## config.mk

```make
export PLATFORM = sky130hd
export DESIGN_NAME = renderizador_entidades_flat
export DESIGN_NICKNAME = d
export VERILOG_FILES = /design/src/rtl/renderizador_entidades_if.sv /design/src/rtl/renderizador_entidades.sv /design/src/flat_wrapper.sv
export SDC_FILE = /design/constraint.sdc
export NUM_CORES = 2
export LEC_CHECK = 0
export CORE_AREA = 2 2 474 476
export DETAILED_ROUTE_END_ITERATION = 8
export DIE_AREA = 0 0 476 478
export GPL_ROUTABILITY_DRIVEN = 0
export PLACE_DENSITY = 0.53
export SLEW_MARGIN = 0
export SYNTH_ARGS = -nofsm -noshare
export SYNTH_HDL_FRONTEND = slang
export SYNTH_SLANG_ARGS = --single-unit
```

## constraint.sdc

```tcl
create_clock -name CLOCK_50 -period 30.9 [get_ports CLOCK_50]
set_clock_uncertainty 0.05 [all_clocks]
set_input_delay 6.18 -clock CLOCK_50 [delete_from_list [all_inputs] [get_ports CLOCK_50]]
set_output_delay 6.18 -clock CLOCK_50 [all_outputs]
set_load 0.01 [all_outputs]
```

## src/rtl/renderizador_entidades_if.sv

```systemverilog
// Pixel-timing inputs and VGA DAC outputs of the entity renderer.
// master: VGA timing side (drives pixels, receives colour); slave: renderer.
interface renderizador_entidades_if;
   logic       pixel_en;
   logic [9:0] pixel_x;
   logic [9:0] pixel_y;
   logic       video_on;
   logic       hs_in;
   logic       vs_in;
   logic       frame_start;
   logic [7:0] VGA_R;
   logic [7:0] VGA_G;
   logic [7:0] VGA_B;
   logic       VGA_HS;
   logic       VGA_VS;
   logic       VGA_BLANK_N;

   modport master (
      output pixel_en, pixel_x, pixel_y, video_on, hs_in, vs_in, frame_start,
      input  VGA_R, VGA_G, VGA_B, VGA_HS, VGA_VS, VGA_BLANK_N
   );

   modport slave (
      input  pixel_en, pixel_x, pixel_y, video_on, hs_in, vs_in, frame_start,
      output VGA_R, VGA_G, VGA_B, VGA_HS, VGA_VS, VGA_BLANK_N
   );
endinterface

```

## src/rtl/renderizador_entidades.sv

```systemverilog
// Entity renderer: per-frame snapshot of entity positions, 3-stage pixel classifier,
// priority colour mux and matching sync/blank delay toward the VGA DAC.
module renderizador_entidades #(
   parameter int unsigned NAVE_W    = 45,
   parameter int unsigned NAVE_H    = 20,
   parameter int unsigned INIM_W    = 40,
   parameter int unsigned INIM_H    = 30,
   parameter int unsigned HUD_X0    = 8,
   parameter int unsigned HUD_Y0    = 8,
   parameter int unsigned HUD_SZ    = 10,
   parameter int unsigned HUD_PASSO = 16
) (
   input  logic                    CLOCK_50,
   input  logic                    reset,
   renderizador_entidades_if.slave vga,
   input  logic [9:0]              x_nave,
   input  logic [9:0]              y_nave,
   input  logic [9:0]              x_bola_aliada,
   input  logic [9:0]              y_bola_aliada,
   input  logic [9:0]              raio_bola_aliada,
   input  logic [49:0]             x_bola_inimiga,
   input  logic [49:0]             y_bola_inimiga,
   input  logic [9:0]              raio_bola_inimiga,
   input  logic [49:0]             inimigo_x,
   input  logic [49:0]             inimigo_y,
   input  logic [0:4]              inimigo_vivo_array,
   input  logic [1:0]              vidas,
   input  logic                    perdeu
);

   // Half-open interval test with the upper bound summed in 11 bits so it never wraps.
   function automatic logic in_box(input logic [10:0] p, input logic [10:0] lo,
                                   input logic [10:0] w);
      return (p >= lo) && (p < (lo + w));
   endfunction

   function automatic logic [10:0] mag(input logic [10:0] d);
      return d[10] ? (~d + 11'd1) : d;
   endfunction

   function automatic logic ball_in(input logic [10:0] dx, input logic [10:0] dy,
                                    input logic [9:0] r);
      logic [22:0] ax, ay, rr;
      ax = 23'(mag(dx));
      ay = 23'(mag(dy));
      rr = 23'(r);
      return (ax * ax + ay * ay) <= (rr * rr);
   endfunction

   // Snapshot
   logic        sn_ok;
   logic [9:0]  sn_x_nave, sn_y_nave, sn_x_bal, sn_y_bal, sn_r_bal, sn_r_bin;
   logic [49:0] sn_x_bin, sn_y_bin, sn_ix, sn_iy;
   logic [0:4]  sn_vivo;
   logic [1:0]  sn_vidas;
   logic        sn_perdeu;

   // Capture every entity input once per frame so a frame never mixes two game states.
   always_ff @(posedge CLOCK_50 or posedge reset) begin
      if (reset) begin
         sn_ok     <= 1'b0;
         sn_x_nave <= '0;
         sn_y_nave <= '0;
         sn_x_bal  <= '0;
         sn_y_bal  <= '0;
         sn_r_bal  <= '0;
         sn_r_bin  <= '0;
         sn_x_bin  <= '0;
         sn_y_bin  <= '0;
         sn_ix     <= '0;
         sn_iy     <= '0;
         sn_vivo   <= '0;
         sn_vidas  <= '0;
         sn_perdeu <= 1'b0;
      end else if (vga.frame_start) begin
         sn_ok     <= 1'b1;
         sn_x_nave <= x_nave;
         sn_y_nave <= y_nave;
         sn_x_bal  <= x_bola_aliada;
         sn_y_bal  <= y_bola_aliada;
         sn_r_bal  <= raio_bola_aliada;
         sn_r_bin  <= raio_bola_inimiga;
         sn_x_bin  <= x_bola_inimiga;
         sn_y_bin  <= y_bola_inimiga;
         sn_ix     <= inimigo_x;
         sn_iy     <= inimigo_y;
         sn_vivo   <= inimigo_vivo_array;
         sn_vidas  <= vidas;
         sn_perdeu <= perdeu;
      end
   end

   // S1: ball offsets (index 0 = allied ball, 1..5 = enemy balls) and box hits
   logic [10:0] px, py;
   logic [10:0] dx_c [0:5];
   logic [10:0] dy_c [0:5];
   logic        ship_c, enemy_c;

   assign px = {1'b0, vga.pixel_x};
   assign py = {1'b0, vga.pixel_y};

   // Signed offsets to every ball centre, ship box and alive-enemy boxes.
   always_comb begin
      dx_c[0] = px - {1'b0, sn_x_bal};
      dy_c[0] = py - {1'b0, sn_y_bal};
      for (int i = 0; i < 5; i++) begin
         dx_c[i+1] = px - {1'b0, sn_x_bin[10*i +: 10]};
         dy_c[i+1] = py - {1'b0, sn_y_bin[10*i +: 10]};
      end
      ship_c = sn_ok && in_box(px, {1'b0, sn_x_nave}, 11'(NAVE_W))
                     && in_box(py, {1'b0, sn_y_nave}, 11'(NAVE_H));
      enemy_c = 1'b0;
      for (int i = 0; i < 5; i++) begin
         if (sn_ok && sn_vivo[i] && in_box(px, {1'b0, sn_ix[10*i +: 10]}, 11'(INIM_W))
                               && in_box(py, {1'b0, sn_iy[10*i +: 10]}, 11'(INIM_H))) begin
            enemy_c = 1'b1;
         end
      end
   end

   logic [10:0] s1_dx [0:5];
   logic [10:0] s1_dy [0:5];
   logic        s1_ok, s1_ship, s1_enemy, s1_perdeu;
   logic [9:0]  s1_x, s1_y, s1_r_al, s1_r_in;
   logic [1:0]  s1_vidas;
   logic [2:0]  vid_d, hs_d, vs_d;

   // S1 register plus the first tap of the sync/blank delay line.
   always_ff @(posedge CLOCK_50 or posedge reset) begin
      if (reset) begin
         for (int i = 0; i < 6; i++) begin
            s1_dx[i] <= '0;
            s1_dy[i] <= '0;
         end
         s1_ok     <= 1'b0;
         s1_ship   <= 1'b0;
         s1_enemy  <= 1'b0;
         s1_perdeu <= 1'b0;
         s1_x      <= '0;
         s1_y      <= '0;
         s1_r_al   <= '0;
         s1_r_in   <= '0;
         s1_vidas  <= '0;
         vid_d     <= '0;
         hs_d      <= '1;
         vs_d      <= '1;
      end else if (vga.pixel_en) begin
         for (int i = 0; i < 6; i++) begin
            s1_dx[i] <= dx_c[i];
            s1_dy[i] <= dy_c[i];
         end
         s1_ok     <= sn_ok;
         s1_ship   <= ship_c;
         s1_enemy  <= enemy_c;
         s1_perdeu <= sn_ok && sn_perdeu;
         s1_x      <= vga.pixel_x;
         s1_y      <= vga.pixel_y;
         s1_r_al   <= sn_r_bal;
         s1_r_in   <= sn_r_bin;
         s1_vidas  <= sn_ok ? sn_vidas : 2'd0;
         vid_d     <= {vid_d[1:0], vga.video_on};
         hs_d      <= {hs_d[1:0], vga.hs_in};
         vs_d      <= {vs_d[1:0], vga.vs_in};
      end
   end

   // S2: circle hits and HUD life squares
   logic [5:0] ball_c;
   logic       life_c;

   // Circle test per ball and life-square test for every life still held.
   always_comb begin
      for (int i = 0; i < 6; i++) begin
         ball_c[i] = s1_ok && ball_in(s1_dx[i], s1_dy[i], (i == 0) ? s1_r_al : s1_r_in);
      end
      life_c = 1'b0;
      for (int unsigned k = 0; k < 3; k++) begin
         if ((k < 32'(s1_vidas))
             && in_box({1'b0, s1_x}, 11'(HUD_X0 + k * HUD_PASSO), 11'(HUD_SZ))
             && in_box({1'b0, s1_y}, 11'(HUD_Y0), 11'(HUD_SZ))) begin
            life_c = 1'b1;
         end
      end
   end

   logic s2_ally, s2_eball, s2_ship, s2_enemy, s2_life, s2_perdeu;

   // S2 register: one flag per colour class.
   always_ff @(posedge CLOCK_50 or posedge reset) begin
      if (reset) begin
         s2_ally   <= 1'b0;
         s2_eball  <= 1'b0;
         s2_ship   <= 1'b0;
         s2_enemy  <= 1'b0;
         s2_life   <= 1'b0;
         s2_perdeu <= 1'b0;
      end else if (vga.pixel_en) begin
         s2_ally   <= ball_c[0];
         s2_eball  <= |ball_c[5:1];
         s2_ship   <= s1_ship;
         s2_enemy  <= s1_enemy;
         s2_life   <= life_c;
         s2_perdeu <= s1_perdeu;
      end
   end

   // S3: priority mux
   logic [23:0] rgb_c, rgb;

   // Highest-priority class wins; blanking (taken in step with S3) forces black.
   always_comb begin
      rgb_c = 24'h000000;
      if (s2_perdeu)     rgb_c = 24'hFF0000;
      else if (s2_ally)  rgb_c = 24'hFFFFFF;
      else if (s2_eball) rgb_c = 24'hFF8000;
      else if (s2_ship)  rgb_c = 24'h00FFFF;
      else if (s2_enemy) rgb_c = 24'h00FF00;
      else if (s2_life)  rgb_c = 24'hFF00FF;
      if (!vid_d[1]) rgb_c = 24'h000000;
   end

   // S3 colour register.
   always_ff @(posedge CLOCK_50 or posedge reset) begin
      if (reset) begin
         rgb <= '0;
      end else if (vga.pixel_en) begin
         rgb <= rgb_c;
      end
   end

   assign vga.VGA_R       = rgb[23:16];
   assign vga.VGA_G       = rgb[15:8];
   assign vga.VGA_B       = rgb[7:0];
   assign vga.VGA_HS      = hs_d[2];
   assign vga.VGA_VS      = vs_d[2];
   assign vga.VGA_BLANK_N = vid_d[2];

endmodule

```

## src/flat_wrapper.sv

```systemverilog
// flat-port wrapper written by rule: the top's interface ports become plain ports
module renderizador_entidades_flat 
#(
   parameter int unsigned NAVE_W    = 45,
   parameter int unsigned NAVE_H    = 20,
   parameter int unsigned INIM_W    = 40,
   parameter int unsigned INIM_H    = 30,
   parameter int unsigned HUD_X0    = 8,
   parameter int unsigned HUD_Y0    = 8,
   parameter int unsigned HUD_SZ    = 10,
   parameter int unsigned HUD_PASSO = 16
)
  (CLOCK_50, reset, x_nave, y_nave, x_bola_aliada, y_bola_aliada, raio_bola_aliada, x_bola_inimiga, y_bola_inimiga, raio_bola_inimiga, inimigo_x, inimigo_y, inimigo_vivo_array, vidas, perdeu, vga_pixel_en, vga_pixel_x, vga_pixel_y, vga_video_on, vga_hs_in, vga_vs_in, vga_frame_start, vga_VGA_R, vga_VGA_G, vga_VGA_B, vga_VGA_HS, vga_VGA_VS, vga_VGA_BLANK_N);
  renderizador_entidades_if vga_i ();
  input  logic CLOCK_50;
  input  logic reset;
  input  logic [9:0] x_nave;
  input  logic [9:0] y_nave;
  input  logic [9:0] x_bola_aliada;
  input  logic [9:0] y_bola_aliada;
  input  logic [9:0] raio_bola_aliada;
  input  logic [49:0] x_bola_inimiga;
  input  logic [49:0] y_bola_inimiga;
  input  logic [9:0] raio_bola_inimiga;
  input  logic [49:0] inimigo_x;
  input  logic [49:0] inimigo_y;
  input  logic [0:4] inimigo_vivo_array;
  input  logic [1:0] vidas;
  input  logic perdeu;
  input wire logic [$bits(vga_i.pixel_en)-1:0] vga_pixel_en;
  input wire logic [$bits(vga_i.pixel_x)-1:0] vga_pixel_x;
  input wire logic [$bits(vga_i.pixel_y)-1:0] vga_pixel_y;
  input wire logic [$bits(vga_i.video_on)-1:0] vga_video_on;
  input wire logic [$bits(vga_i.hs_in)-1:0] vga_hs_in;
  input wire logic [$bits(vga_i.vs_in)-1:0] vga_vs_in;
  input wire logic [$bits(vga_i.frame_start)-1:0] vga_frame_start;
  output wire logic [$bits(vga_i.VGA_R)-1:0] vga_VGA_R;
  output wire logic [$bits(vga_i.VGA_G)-1:0] vga_VGA_G;
  output wire logic [$bits(vga_i.VGA_B)-1:0] vga_VGA_B;
  output wire logic [$bits(vga_i.VGA_HS)-1:0] vga_VGA_HS;
  output wire logic [$bits(vga_i.VGA_VS)-1:0] vga_VGA_VS;
  output wire logic [$bits(vga_i.VGA_BLANK_N)-1:0] vga_VGA_BLANK_N;
  assign vga_i.pixel_en = vga_pixel_en;
  assign vga_i.pixel_x = vga_pixel_x;
  assign vga_i.pixel_y = vga_pixel_y;
  assign vga_i.video_on = vga_video_on;
  assign vga_i.hs_in = vga_hs_in;
  assign vga_i.vs_in = vga_vs_in;
  assign vga_i.frame_start = vga_frame_start;
  assign vga_VGA_R = vga_i.VGA_R;
  assign vga_VGA_G = vga_i.VGA_G;
  assign vga_VGA_B = vga_i.VGA_B;
  assign vga_VGA_HS = vga_i.VGA_HS;
  assign vga_VGA_VS = vga_i.VGA_VS;
  assign vga_VGA_BLANK_N = vga_i.VGA_BLANK_N;
  renderizador_entidades #(.NAVE_W(NAVE_W), .NAVE_H(NAVE_H), .INIM_W(INIM_W), .INIM_H(INIM_H), .HUD_X0(HUD_X0), .HUD_Y0(HUD_Y0), .HUD_SZ(HUD_SZ), .HUD_PASSO(HUD_PASSO)) u_core (.CLOCK_50(CLOCK_50), .reset(reset), .vga(vga_i), .x_nave(x_nave), .y_nave(y_nave), .x_bola_aliada(x_bola_aliada), .y_bola_aliada(y_bola_aliada), .raio_bola_aliada(raio_bola_aliada), .x_bola_inimiga(x_bola_inimiga), .y_bola_inimiga(y_bola_inimiga), .raio_bola_inimiga(raio_bola_inimiga), .inimigo_x(inimigo_x), .inimigo_y(inimigo_y), .inimigo_vivo_array(inimigo_vivo_array), .vidas(vidas), .perdeu(perdeu));
endmodule
```

==> flow_summary.json <==
{
  "cap_violations": 0,
  "max_stage_delay_ps": 590,
  "dpl.cell_count": 11700,
  "fmax_mhz": 96.0,
  "core-area_mm2": 0.223,
  "synthFlopType": "dfrtp_1",
  "clk_latency_ps": 720,
  "yosysTopAreaCellShare": 0.284,
  "async_reset_ff_frac": 1.00,
  "synthTopCellsByArea": "fa_1, ha_1, dfrtp_1, inv_1, xnor2_1",
  "synth_seq_area_share": 0.150,
  "vias_per_cell": 4.79,
  "dp_worst_setup_slack_ps": 20450,
  "place_hpwl_um": 181000,
  "tritoncts": "built",
  "grt_pass1_wl_um": 346000,
  "cp_max_fo": 8,
  "ios": 322,
  "drtPass1Iterations": 7,
  "synthAdderAreaFrac": 0.471,
  "rsz0062_at_grt": "false",
  "routed_wl_um": 217000,
  "fin_ws_ps": 20480,
  "critical_path_class": "reg2reg",
  "hold_viol": 0,
  "rows": 174,
  "synth_top_family_by_area": "adder cells",
  "hold_class": "reg2reg",
  "cpMostUsedCell": "fa_1",
  "slew_headroom": 0.264,
  "ys_top_cells_by_count": "inv_1, ha_1, fa_1, nand2_1, nor2_1",
  "vias": 56600,
  "fin_crit_ps": 10420,
  "drtIter0Drc": 2677,
  "cts_resized": 0,
  "yosysMostFrequentCell": "inv_1",
  "path_clk_slew_ps": 70,
  "drive_above_1_share": 0.0518,
  "synth-simple-area-share": 0.100,
  "die_area_mm2": 0.228,
  "netlist_area_mm2": 0.0774,
  "postRouteAntennaNets": 0,
  "required_ps": 31470,
  "synth_xor_area_frac": 0.0510,
  "root_buffer": "clkbuf_16",
  "synth_top_area_cell": "fa_1",
  "synthToLayoutAreaGrowth_pct": 12.1,
  "fin_tns_setup_ps": 0,
  "met3_usage": 0.0166,
  "wl_per_cell_um": 18.4,
  "met1_usage": 0.252,
  "use_met2": 0.349,
  "overflow": 0,
  "synth_compound_area_frac": 0.0935,
  "period_share": 0.337,
  "ys_ff_latch": 464,
  "drcViolationCount": 0,
  "fin_nets": 11300,
  "worstSetupEndpointType": "flop",
  "grt_max_degree": 188,
  "final_cells": 11800,
  "cpMaxStageDelayCell": "xnor2_1",
  "initial_core_util": 0.347,
  "first_global_vias": 61200,
  "port_buffers": 321,
  "outcome": "finished, final reports clean",
  "syn_area_per_cell_um2": 9.23,
  "holdWs_ps": 442,
  "antenna_found_initial": 14,
  "slew_viol_final": 0,
  "clockBufferDepth": 3,
  "dieHeight_um": 478,
  "numCtsBuffers": 59,
  "critPathLaunchType": "flop",
  "cts_sinks": 464,
  "die_width_um": 476,
  "crit_arrival_ps": 10990,
  "cts-htree-levels": 2,
  "track_usage": 0.195,
  "synth_edf_count": 0,
  "setup_viol": 0,
  "cts_hold_buf": 0,
  "worst_slew_pin_slew_ps": 1100,
  "syn_inst": 8385,
  "muxShareOfSynthArea": 0.0298,
  "post_cts_buffers": 0,
  "grt.busiest_layer": "met2",
  "synthDistinctLibCells": 92,
  "yosysWarnings": 0
}
==> layer usage <==
metal  routed length [um]  part of all wire
met1                93900              0.43
met3                 7270             0.034
met2               109000              0.50
met4                 6430             0.030
met5                   37           0.00017
==> critical path: cells and delay by family, from the launching register on <==
family                     cells  cell delay, ps
adders and majority gates     10            4540
xor gates and xnor gates       2             730
buffers and inverters          6             840
AOI/OAI and AO/OA              8            2050
DFF                            1             530
and+or+nand+nor                9            1560
==> stage by stage <==
step                      utilization  instance area (um^2)
after global routing            0.389                 86800
after global placement          0.379                 84600
after floorplan                     -                 77700
final                           0.389                 86800
after CTS                       0.389                 86700
after detailed placement        0.379                 84600
==> layout by cell type (no fill, tap or decap), drive strengths merged, types with 9 or more instances in the layout <==
master and n:
inv 1977, ha 1158, fa 1097, nand2 647
nor2 534, dfrtp 458, o21ai 408, xnor2 302
clkdlybuf4s50 301, a21oi 247, mux2 190, a21o 179
xor2 149, buf 100, nand2b 97, and2 88
conb 85, nor2b 82, clkbuf 79, nor3 69
o21a 55, nand4 48, o21bai 45, nand3 38
o41ai 28, a211oi 26, and3 24, a21boi 21
o31ai 20, or2 20, clkinv 20, nor4 19
mux2i 17, a31oi 17, o2111ai 14, o211ai 12
o31a 11, bufinv 10, or3 9, nand4b 9
==> cells by family after synthesis <==
family / count (synthesis)
adders and majority gates: 2255
other: 2
xor gates and xnor gates: 451
AOI/OAI and AO/OA: 1153
and+or+nand+nor: 1716
DFF: 464
buffers and inverters: 2137
muxes: 207
==> final cells by class <==
class	instances	area (um^2)
Inverter	1982	7450
Multi-Input combinational cell	5867	58000
Antenna cell	5	12.5
Tap cell	2992	3740
Clock inverter	31	473
Fill cell	22500	136000
Sequential cell	464	11600
Clock buffer	79	1690
Timing Repair Buffer	401	3760
==> worst paths after layout <==
kind	cells after the start	slack (ps)	startpoint	to
max	35	20480	u_core.s1_dx[22]	u_core.s2_eball
min	2	440	u_core.sn_r_bal[4]	u_core.s1_r_al[4]
max reg2reg	35	20480	u_core.s1_dx[22]	u_core.s2_eball
min reg2reg	2	440	u_core.sn_r_bal[4]	u_core.s1_r_al[4]
max in group asynchronous	4	22790	reset	u_core.s1_dx[59]
min in group asynchronous	2	5900	reset	u_core.sn_ix[13]
==> registers in the layout (all words and copies together) (netlist names), 4 cells and up <==
| signal | count |
|---|---|
| u_core.sn_y_bal | 10 |
| u_core.s1_dx | 66 |
| u_core.rgb | 4 |
| u_core.sn_y_bin | 50 |
| u_core.s1_y | 9 |
| u_core.s1_dy | 66 |
| u_core.s1_r_al | 10 |
| u_core.sn_x_nave | 10 |
| u_core.sn_vivo | 5 |
| u_core.sn_r_bin | 10 |
| u_core.sn_y_nave | 10 |
| u_core.sn_r_bal | 10 |
| u_core.sn_ix | 50 |
| u_core.sn_x_bal | 10 |
| u_core.s1_r_in | 10 |
| u_core.sn_x_bin | 50 |
| u_core.s1_x | 9 |
| u_core.sn_iy | 50 |
Power is left out: the tool's default activity adds up to more than one toggle a clock period on the data nets, which glitch-free logic cannot reach.
